==> config.mk <==
export PLATFORM = sky130hd
export DESIGN_NAME = nvram_xfer_ctrl
export DESIGN_NICKNAME = d
export VERILOG_FILES = /design/src/rtl/nvram_xfer_ctrl_pkg.sv /design/src/rtl/nvram_xfer_ctrl.sv
export SDC_FILE = /design/constraint.sdc
export NUM_CORES = 1
export LEC_CHECK = 0
export CORE_ASPECT_RATIO = 1.2
export CORE_MARGIN = 1
export CORE_UTILIZATION = 45
export CTS_CLUSTER_SIZE = 30
export DETAILED_ROUTE_END_ITERATION = 16
export DONT_BUFFER_PORTS = 1
export SYNTH_ARGS = -nofsm -noshare
export SYNTH_HDL_FRONTEND = slang
export SYNTH_SLANG_ARGS = --single-unit
==> constraint.sdc <==
create_clock -name clk_72 -period 2.6 [get_ports clk_72]
set_input_delay 0.39 -clock clk_72 [delete_from_list [all_inputs] [get_ports clk_72]]
set_output_delay 0.39 -clock clk_72 [all_outputs]
set_load 0.01 [all_outputs]
==> src/rtl/nvram_xfer_ctrl_pkg.sv <==
// Shared types and constants for the NVRAM upload/download return path of the data_io link.
package nvram_xfer_ctrl_pkg;

  localparam int unsigned IOCTL_AW = 25;
  localparam int unsigned NVX_AW   = 10;
  localparam logic [7:0]  DIN_IDLE = 8'hFF;

  typedef enum logic [1:0] {
    StIdle,
    StPause,
    StReady,
    StAccess
  } nvx_state_t;

  typedef struct packed {
    logic [NVX_AW-1:0] addr;
    logic              we;
    logic [7:0]        data;
  } nvx_req_t;

  function automatic logic addr_in_range(input logic [IOCTL_AW-1:0] addr,
                                         input int unsigned size);
    return addr < IOCTL_AW'(size);
  endfunction

endpackage

==> src/rtl/nvram_xfer_ctrl.sv <==
// Converts data_io ioctl_rd/ioctl_wr strobes into req/ack accesses on a spare NVRAM port,
// holding the core paused for the duration of an NVRAM image transfer.
module nvram_xfer_ctrl
  import nvram_xfer_ctrl_pkg::*;
#(
  parameter logic [7:0]  NV_INDEX = 8'h04,
  parameter int unsigned AW       = NVX_AW,
  parameter int unsigned NV_SIZE  = 1024
) (
  input  logic                clk_72,
  input  logic                reset,
  input  logic                ioctl_upload,
  input  logic                ioctl_downl,
  input  logic [7:0]          ioctl_index,
  input  logic [IOCTL_AW-1:0] ioctl_addr,
  input  logic                ioctl_rd,
  input  logic                ioctl_wr,
  input  logic [7:0]          ioctl_dout,
  output logic [7:0]          ioctl_din,
  output logic                pause_req,
  input  logic                pause_ack,
  output logic [AW-1:0]       nv_addr,
  output logic                nv_we,
  output logic [7:0]          nv_wdata,
  output logic                nv_req,
  input  logic                nv_ack,
  input  logic [7:0]          nv_rdata,
  output logic                busy,
  output logic                overflow
);

  typedef struct packed {
    logic [AW-1:0] addr;
    logic          we;
    logic [7:0]    data;
  } req_t;

  nvx_state_t state_q, state_d;
  logic       buf_valid_q, buf_valid_d;
  req_t       buf_q, buf_d;
  req_t       cmd_q, cmd_d;
  logic [7:0] din_q, din_d;
  logic       overflow_q, overflow_d;

  logic active, wr_sel, rd_sel, in_range, strobe_ok, oor_rd, issue;

  always_comb begin
    active    = (ioctl_upload | ioctl_downl) & (ioctl_index == NV_INDEX);
    // Simultaneous strobes: write wins only during a download.
    wr_sel    = ioctl_wr & (~ioctl_rd | ioctl_downl);
    rd_sel    = ioctl_rd & ~wr_sel;
    in_range  = addr_in_range(ioctl_addr, NV_SIZE);
    strobe_ok = active & (wr_sel | rd_sel) & in_range;
    oor_rd    = active & rd_sel & ~in_range;
    issue     = (state_q == StReady) & buf_valid_q;
  end

  // State register
  always_ff @(posedge clk_72) begin
    if (reset) begin
      state_q <= StIdle;
    end else begin
      state_q <= state_d;
    end
  end

  // Next-state logic
  always_comb begin
    state_d = state_q;
    unique case (state_q)
      StIdle:   if (active) state_d = StPause;
      StPause: begin
        if (!active && !buf_valid_q) state_d = StIdle;
        else if (pause_ack)          state_d = StReady;
      end
      StReady: begin
        if (buf_valid_q)  state_d = StAccess;
        else if (!active) state_d = StIdle;
      end
      StAccess: if (nv_ack) state_d = StReady;
      default:  state_d = StIdle;
    endcase
  end

  // Output logic
  always_comb begin
    pause_req = (state_q != StIdle);
    nv_req    = (state_q == StAccess);
    busy      = buf_valid_q | (state_q == StAccess);
  end

  assign nv_addr   = cmd_q.addr;
  assign nv_we     = cmd_q.we;
  assign nv_wdata  = cmd_q.data;
  assign ioctl_din = din_q;
  assign overflow  = overflow_q;

  // Pending buffer, issued command and read-back datapath
  always_comb begin
    buf_valid_d = buf_valid_q & ~issue;
    buf_d       = buf_q;
    cmd_d       = issue ? buf_q : cmd_q;
    din_d       = din_q;
    overflow_d  = overflow_q;

    // The buffer slot frees on issue, so a strobe in that same cycle still fits.
    if (strobe_ok) begin
      if (!buf_valid_q || issue) begin
        buf_valid_d = 1'b1;
        buf_d.addr  = ioctl_addr[AW-1:0];
        buf_d.we    = wr_sel;
        buf_d.data  = ioctl_dout;
      end else begin
        overflow_d = 1'b1;
      end
    end
    if ((state_q == StIdle) && active) overflow_d = 1'b0;

    if ((state_q == StAccess) && nv_ack && !cmd_q.we) din_d = nv_rdata;
    else if (oor_rd)                                  din_d = DIN_IDLE;
  end

  always_ff @(posedge clk_72) begin
    if (reset) begin
      buf_valid_q <= 1'b0;
      buf_q       <= '0;
      cmd_q       <= '0;
      din_q       <= DIN_IDLE;
      overflow_q  <= 1'b0;
    end else begin
      buf_valid_q <= buf_valid_d;
      buf_q       <= buf_d;
      cmd_q       <= cmd_d;
      din_q       <= din_d;
      overflow_q  <= overflow_d;
    end
  end

endmodule

# Word level (Yosys, flattened, before mapping)
# Cells that the tools add are included.
# Widths: inputs -> output; s select.
classes:
  add_sub_neg: 0
  n_mul: 0
  n_div: 0
  magnitude_cmp: 1
  n_eq_ne: 8
  shifts: 0
  muxes: 11
  bitwise_logic: 18
  reduce_logical: 15
ops:
  columns: ["op", "n"]
  rows:
  - ["$lt 25x11->1 const B", 1]
  - ["$mux 8", 2]
  - ["$mux 2", 6]
  - ["$and 1x1->1", 9]
  - ["$eq 8x3->1 const B", 1]
  - ["$pmux 2 s4", 1]
  - ["$ne 3x3->1 const B", 2]
  - ["$not 1->1", 5]
  - ["$eq 2x2->1 const B", 2]
  - ["$logic_and 1x1->1", 4]
  - ["$or 1x1->1", 4]
  - ["$reduce_and 2->1", 2]
  - ["$reduce_and 4->1", 1]
  - ["$reduce_bool 2->1", 2]
  - ["$logic_not 1->1", 3]
  - ["$eq 2x1->1 const B", 1]
  - ["$logic_not 2->1", 1]
  - ["$mux 1", 2]
  - ["$ne 2x1->1 const B", 1]
  - ["$ne 2x2->1 const B", 1]
  - ["$reduce_or 2->1", 1]
  - ["$logic_or 1x1->1", 1]
word_totals:
  register_bits: 50
  latch_bits: 0
  mem_bits_rw: 0
  mem_bits_ro: 0
  inputBits: 57
  out_inout_bits: 31
  elab_cells: 63
  memories: 0

# Depth between registers and ports, before layout
depth:
  ltp_word: 9
  ltp_mapped: 7

# Worst setup path after synthesis
# No wires, ideal clock.
synth_path:
  path_kind: "input port to flip-flop"
  start: "input port ioctl_index[0]"
  end: "register buf_q[8] (netlist bit)"
  setup_ps: 125
  t_arrival_ps: 1884
  t_required_ps: 2475
  slack_ps: 591
  stages: 6
  n_path_buf: 2
  cell_sequence: "or4b_4 -> a2111o_1 -> buf_6 -> buf_6 -> o31ai_1 -> a21oi_1"
synth_via:
  elab_chain_len: 5
synth_rtl:
  columns: ["item", "line", "rtl"]
  rows:
  - ["start, declared", "nvram_xfer_ctrl.sv:14", "input logic [7:0] ioctl_index,"]
  - ["$eq 8x3->1", "nvram_xfer_ctrl.sv:48", "active = (ioctl_upload | ioctl_downl) & (ioctl_index == NV_INDEX);"]
  - ["$and 1x1->1", "nvram_xfer_ctrl.sv:48", null]
  - ["$and 1x1->1 (2 in series)", "nvram_xfer_ctrl.sv:53", "strobe_ok = active & (wr_sel | rd_sel) & in_range;"]
  - ["$reduce_and 2->1 (no line)", null, null]
  - ["end signal, assigned", "nvram_xfer_ctrl.sv:132", "buf_q <= buf_d;"]
  - ["end, declared", "nvram_xfer_ctrl.sv:40", "req_t buf_q, buf_d;"]
# Every way passes these cells.
# A chain may end at the register's enable or synchronous reset.

# Worst setup path in the final report
layout_path:
  start: "register state_q[1]"
  end: "register buf_q[4] (netlist bit)"
layout_via:
  elab_chain_len: 4
layout_rtl:
  columns: ["item", "line", "rtl"]
  rows:
  - ["start, declared", "nvram_xfer_ctrl.sv:38", "nvx_state_t state_q, state_d;"]
  - ["start signal, assigned", "nvram_xfer_ctrl.sv:61", "state_q <= StIdle;"]
  - ["start signal, assigned", "nvram_xfer_ctrl.sv:63", "state_q <= state_d;"]
  - ["$eq 2x2->1", "nvram_xfer_ctrl.sv:55", "issue = (state_q == StReady) & buf_valid_q;"]
  - ["$and 1x1->1", "nvram_xfer_ctrl.sv:55", null]
  - ["$logic_or 1x1->1", "nvram_xfer_ctrl.sv:108", "if (!buf_valid_q || issue) begin"]
  - ["$reduce_and 2->1 (no line)", null, null]
# Every way passes these cells.

==> impl_results.html <==
<table>
<tr><th>Metric</th><th>Value</th></tr>
<tr><th colspan="2">Outcome</th></tr>
<tr><td>Status</td><td>completed</td></tr>
<tr><th colspan="2">CTS</th></tr>
<tr><td>Clock-pin slew on the worst setup and hold paths</td><td>0.10 ns</td></tr>
<tr><td>Clock tree from TritonCTS</td><td>built</td></tr>
<tr><td>Clock tree sinks</td><td>50</td></tr>
<tr><td>Clk root buf</td><td>clkbuf_8</td></tr>
<tr><td>Buffers inserted during post-CTS setup optimization</td><td>0</td></tr>
<tr><td>Maximum clock insertion buffer count</td><td>2</td></tr>
<tr><td>Clk_lat worst skew</td><td>0.31 ns</td></tr>
<tr><td>Total of hold buffers inserted after clock tree synthesis</td><td>0</td></tr>
<tr><td>Resized Gates After CTS</td><td>0</td></tr>
<tr><td>Clock buffers created by TritonCTS</td><td>5</td></tr>
<tr><td>Count of H-tree levels built during CTS</td><td>2</td></tr>
<tr><th colspan="2">STA</th></tr>
<tr><td>Total Negative Setup Slacks</td><td>0 ns</td></tr>
<tr><td>Final clock period utilization by the worst path</td><td>82.31%</td></tr>
<tr><td>Worst hold slack</td><td>0.1402 ns</td></tr>
<tr><td>Total count of hold-check failures in the final report</td><td>0</td></tr>
<tr><td>Clk_skew</td><td>0.01184 ns</td></tr>
<tr><td>Least setup slack across all paths after layout</td><td>0.4600 ns</td></tr>
<tr><td>Max Clock Freq</td><td>467.3 MHz</td></tr>
<tr><td>Final setup violation count</td><td>0</td></tr>
<tr><td>Max-Slew Margin vs Limit</td><td>31.66%</td></tr>
<tr><td>RSZ-0062 raised after global routing</td><td>no</td></tr>
<tr><td>Time the final worst path needs with I/O delays and setup</td><td>2.140 ns</td></tr>
<tr><td>Final Slew Violations</td><td>0</td></tr>
<tr><td>Pin slew with the least headroom to its limit</td><td>1.024 ns</td></tr>
<tr><th colspan="2">Synth</th></tr>
<tr><td>Main combinational cell family by area after synthesis</td><td>compound AO/OA/AOI/OAI gates</td></tr>
<tr><td>Simple-gate portion of the synthesized area</td><td>19.11%</td></tr>
<tr><td>Post-synthesis share of cell area spent on xor and xnor gates</td><td>0%</td></tr>
<tr><td>Cell area after technology mapping</td><td>2220 um^2</td></tr>
<tr><td>Area share of fa/ha/maj cells after synthesis</td><td>0%</td></tr>
<tr><td>Gate count after technology mapping</td><td>234</td></tr>
<tr><td>Cell type with the highest aggregate area in the netlist</td><td>dfxtp_1</td></tr>
<tr><td>Sequential element share of the synthesized area</td><td>45.10%</td></tr>
<tr><td>Post-synthesis compound-gate area fraction</td><td>25.31%</td></tr>
<tr><td>Flop and latch count out of synthesis</td><td>50</td></tr>
<tr><td>Mux cell area share after synthesis</td><td>0%</td></tr>
<tr><td>Post-Synthesis Mean Instance Area</td><td>9.486 um^2</td></tr>
<tr><td>Leading cell types by total area after synthesis</td><td>dfxtp_1 45%, a21oi_1 9.2%, clkbuf_8 6.8%, nand2_1 6.6%, nand4_1 5.4%</td></tr>
<tr><td>Mapped Nets</td><td>291</td></tr>
<tr><td>Area share of the largest cell type after synthesis</td><td>45.10%</td></tr>
<tr><td>Post-synth cell types</td><td>37</td></tr>
<tr><td>Dominant synthesized flop cell</td><td>dfxtp_1</td></tr>
<tr><td>EDFF count, synth</td><td>0</td></tr>
<tr><td>Yosys warning total</td><td>0</td></tr>
<tr><td>FFs w/ async S/R, synth</td><td>0%</td></tr>
<tr><th colspan="2">Critical path</th></tr>
<tr><td>Required time reported for the critical path endpoint</td><td>2.79 ns</td></tr>
<tr><td>Crit Path Category</td><td>reg -&gt; reg</td></tr>
<tr><td>Worst reg2reg startpoint</td><td>state_q[1]$_SDFFE_PP0P_</td></tr>
<tr><td>Critical path capture point</td><td>buf_q[4]$_SDFFE_PP0P_</td></tr>
<tr><td>Destination of the worst register-to-register timing path</td><td>buf_q[4]$_SDFFE_PP0P_</td></tr>
<tr><td>Top fanout value on the critical path</td><td>19</td></tr>
<tr><td>Minimum setup slack among reg-to-reg paths</td><td>0.46 ns</td></tr>
<tr><td>Crit path launch type</td><td>flop</td></tr>
<tr><td>Worst setup path startpoint</td><td>state_q[1]$_SDFFE_PP0P_</td></tr>
<tr><td>Data arrival time of the critical path</td><td>2.33 ns</td></tr>
<tr><td>R2R cell count</td><td>4</td></tr>
<tr><td>CP Capture Type</td><td>flop</td></tr>
<tr><th colspan="2">Floorplan</th></tr>
<tr><td>Starting density of the core</td><td>47.61%</td></tr>
<tr><td>Row count</td><td>27</td></tr>
<tr><td>Die Height</td><td>78.94 um</td></tr>
<tr><td>IO Pins</td><td>88</td></tr>
<tr><td>Width of the die</td><td>66.11 um</td></tr>
<tr><td>Total die area</td><td>5218 um^2</td></tr>
<tr><td>Core area</td><td>4662 um^2</td></tr>
<tr><th colspan="2">Pwr</th></tr>
<tr><td>Power share of the combinational group</td><td>1.9%</td></tr>
<tr><td>Power share of the sequential group</td><td>60.3%</td></tr>
<tr><td>Power per unit of standard cell area</td><td>575.0 nW/um^2</td></tr>
<tr><td>Share of total power consumed by net switching</td><td>23.42%</td></tr>
<tr><td>Peak supply drop</td><td>0.3236 mV</td></tr>
<tr><td>Pwr Total</td><td>1.268 mW</td></tr>
<tr><td>Internal power summed over all cells</td><td>971.2 uW</td></tr>
<tr><td>Standby leakage power</td><td>0.6362 nW</td></tr>
<tr><td>Switching power total</td><td>297.1 uW</td></tr>
<tr><td>Clock group share of total power</td><td>37.8%</td></tr>
<tr><th colspan="2">Finish</th></tr>
<tr><td>Core utilization of the finished layout</td><td>47.32%</td></tr>
<tr><td>Highest-count cells in the layout ignoring fill and taps</td><td>50 x dfxtp_1, 41 x a21oi_1, 39 x nand2_1</td></tr>
<tr><td>Share of final-layout standard cells stronger than drive strength 1</td><td>13.72%</td></tr>
<tr><td>Number of nets in the layout</td><td>282</td></tr>
<tr><td>Antenna cell count</td><td>0</td></tr>
<tr><td>Final instance area</td><td>2206 um^2</td></tr>
<tr><td>Commonest non-fill, non-tap cell in the layout</td><td>dfxtp_1</td></tr>
<tr><td>Post-route insts no fill</td><td>284</td></tr>
<tr><td>Area growth from synthesis to layout</td><td>-0.6199%</td></tr>
<tr><td>Number of fill cells in the layout</td><td>484</td></tr>
<tr><th colspan="2">Place</th></tr>
<tr><td>Place WS</td><td>0.3373 ns</td></tr>
<tr><td>Half-perimeter wire length after detailed placement</td><td>3.298 mm</td></tr>
<tr><td>Number of input and output port buffers inserted</td><td>0</td></tr>
<tr><td>Number of placed instances, taps included</td><td>276</td></tr>
<tr><td>GP Congestion</td><td>0.7050</td></tr>
<tr><td>Cell area after placement</td><td>2108 um^2</td></tr>
<tr><th colspan="2">GRT</th></tr>
<tr><td>Pin count of the biggest net entering global routing</td><td>45</td></tr>
<tr><td>Initial antenna violation count</td><td>0</td></tr>
<tr><td>GRT Total Usage</td><td>19.25%</td></tr>
<tr><td>Grt total ovfl</td><td>0</td></tr>
<tr><td>Wire length of the first global-routing pass</td><td>7.741 mm</td></tr>
<tr><td>Via count of the first global-routing pass</td><td>1608</td></tr>
<tr><th colspan="2">Hold path</th></tr>
<tr><td>Hold WC Path Type</td><td>in -&gt; reg</td></tr>
<tr><th colspan="2">Detailed routing</th></tr>
<tr><td>Via-to-Cell Ratio</td><td>6.190</td></tr>
<tr><td>DRC Markers</td><td>0</td></tr>
<tr><td>Detailed-router iteration count before antenna repair</td><td>4</td></tr>
<tr><td>Overall via count from detail_route</td><td>1758</td></tr>
<tr><td>DRC violation total after the first TritonRoute iteration</td><td>96</td></tr>
<tr><td>Number of nets with antenna violations after detailed routing</td><td>0</td></tr>
<tr><td>Routed Wire Length</td><td>4.973 mm</td></tr>
<tr><td>Mean routed wirelength per cell</td><td>17.51 um</td></tr>
<tr><th colspan="2">Job</th></tr>
<tr><td>Number of maximum-capacitance constraint violations</td><td>0</td></tr>
</table>
[power by group through the flow]
stage	Sequential [mW]	Combinational, mW	Clock, mW
5_1_grt	0.766	0.0256	0.528
6_report	0.765	0.0236	0.479
4_1_cts	0.765	0.0237	0.497
2_1_floorplan	0.783	0.0397	0
3_3_place_gp	0.783	0.0236	0
3_5_place_dp	0.783	0.0236	0
[sequential cells by signal, summed over array words and instances (netlist names)]
signal	flops
nv_we	1
state_q	2
ioctl_din	8
buf_q	19
buf_valid_q	1
nv_wdata	8
nv_addr	10
overflow	1
[Yosys cell counts, types with 3 or more instances]
| library cell | number |
|---|---|
| dfxtp_1 | 50 |
| a21oi_1 | 41 |
| nand2_1 | 39 |
| nand4_1 | 19 |
| clkbuf_8 | 11 |
| o31ai_1 | 10 |
| o31ai_2 | 9 |
| o22a_1 | 8 |
| nor2_1 | 5 |
| nor3_1 | 4 |
| nor4_1 | 4 |
| buf_6 | 3 |
| clkbuf_1 | 3 |
| inv_1 | 3 |
| or2_2 | 3 |
[critical path, stage by stage (launching register included)]
cell and delay (ns):
dfxtp_1 0.45, or2b_2 0.36, a2111o_1 0.77, o31ai_1 0.34, a21oi_1 0.10
[cell type report]
| type | count | area [um^2] | area share (%) |
|---|---|---|---|
| well taps | 58 | 72.57 | 3.290 |
| clock inverters | 3 | 28.78 | 1.305 |
| clock buffers | 5 | 68.82 | 3.120 |
| inverters | 3 | 11.26 | 0.5105 |
| flip-flops and latches | 50 | 1001 | 45.38 |
| multi-input cells | 160 | 985.9 | 44.70 |
| repair buffers | 5 | 37.54 | 1.702 |
[layer usage]
layer | vias up | global-route usage (%) | share of wire [%]
met5 | - | 0 | 0
li1 | 845 | - | -
met3 | 5 | 5.891 | 9.0
met2 | 88 | 31.43 | 47
met4 | 0 | 7.021 | 1.2
met1 | 820 | 23.55 | 43
[cell families (layout without fill, tap and decap cells)]
| kind of cell | after synthesis | in the layout |
|---|---|---|
| flops | 50 | 50 |
| simple gates | 83 | 83 |
| compound gates | 77 | 77 |
| buf+inv | 24 | 16 |
[worst min path at each step]
stage	start	endpoint	depth (start not counted)
5_1_grt	reset	buf_q[12]$_SDFFE_PP0P_	1
4_1_cts	reset	nv_addr[5]$_SDFFE_PP0P_	1
6_report	reset	nv_addr[5]$_SDFFE_PP0P_	1
3_5_place_dp	buf_q[8]$_SDFFE_PP0P_	nv_we$_SDFFE_PP0P_	2
2_1_floorplan	buf_q[13]$_SDFFE_PP0P_	nv_addr[4]$_SDFFE_PP0P_	2
3_3_place_gp	buf_q[8]$_SDFFE_PP0P_	nv_we$_SDFFE_PP0P_	2
(Power assumes the default switching activity.)
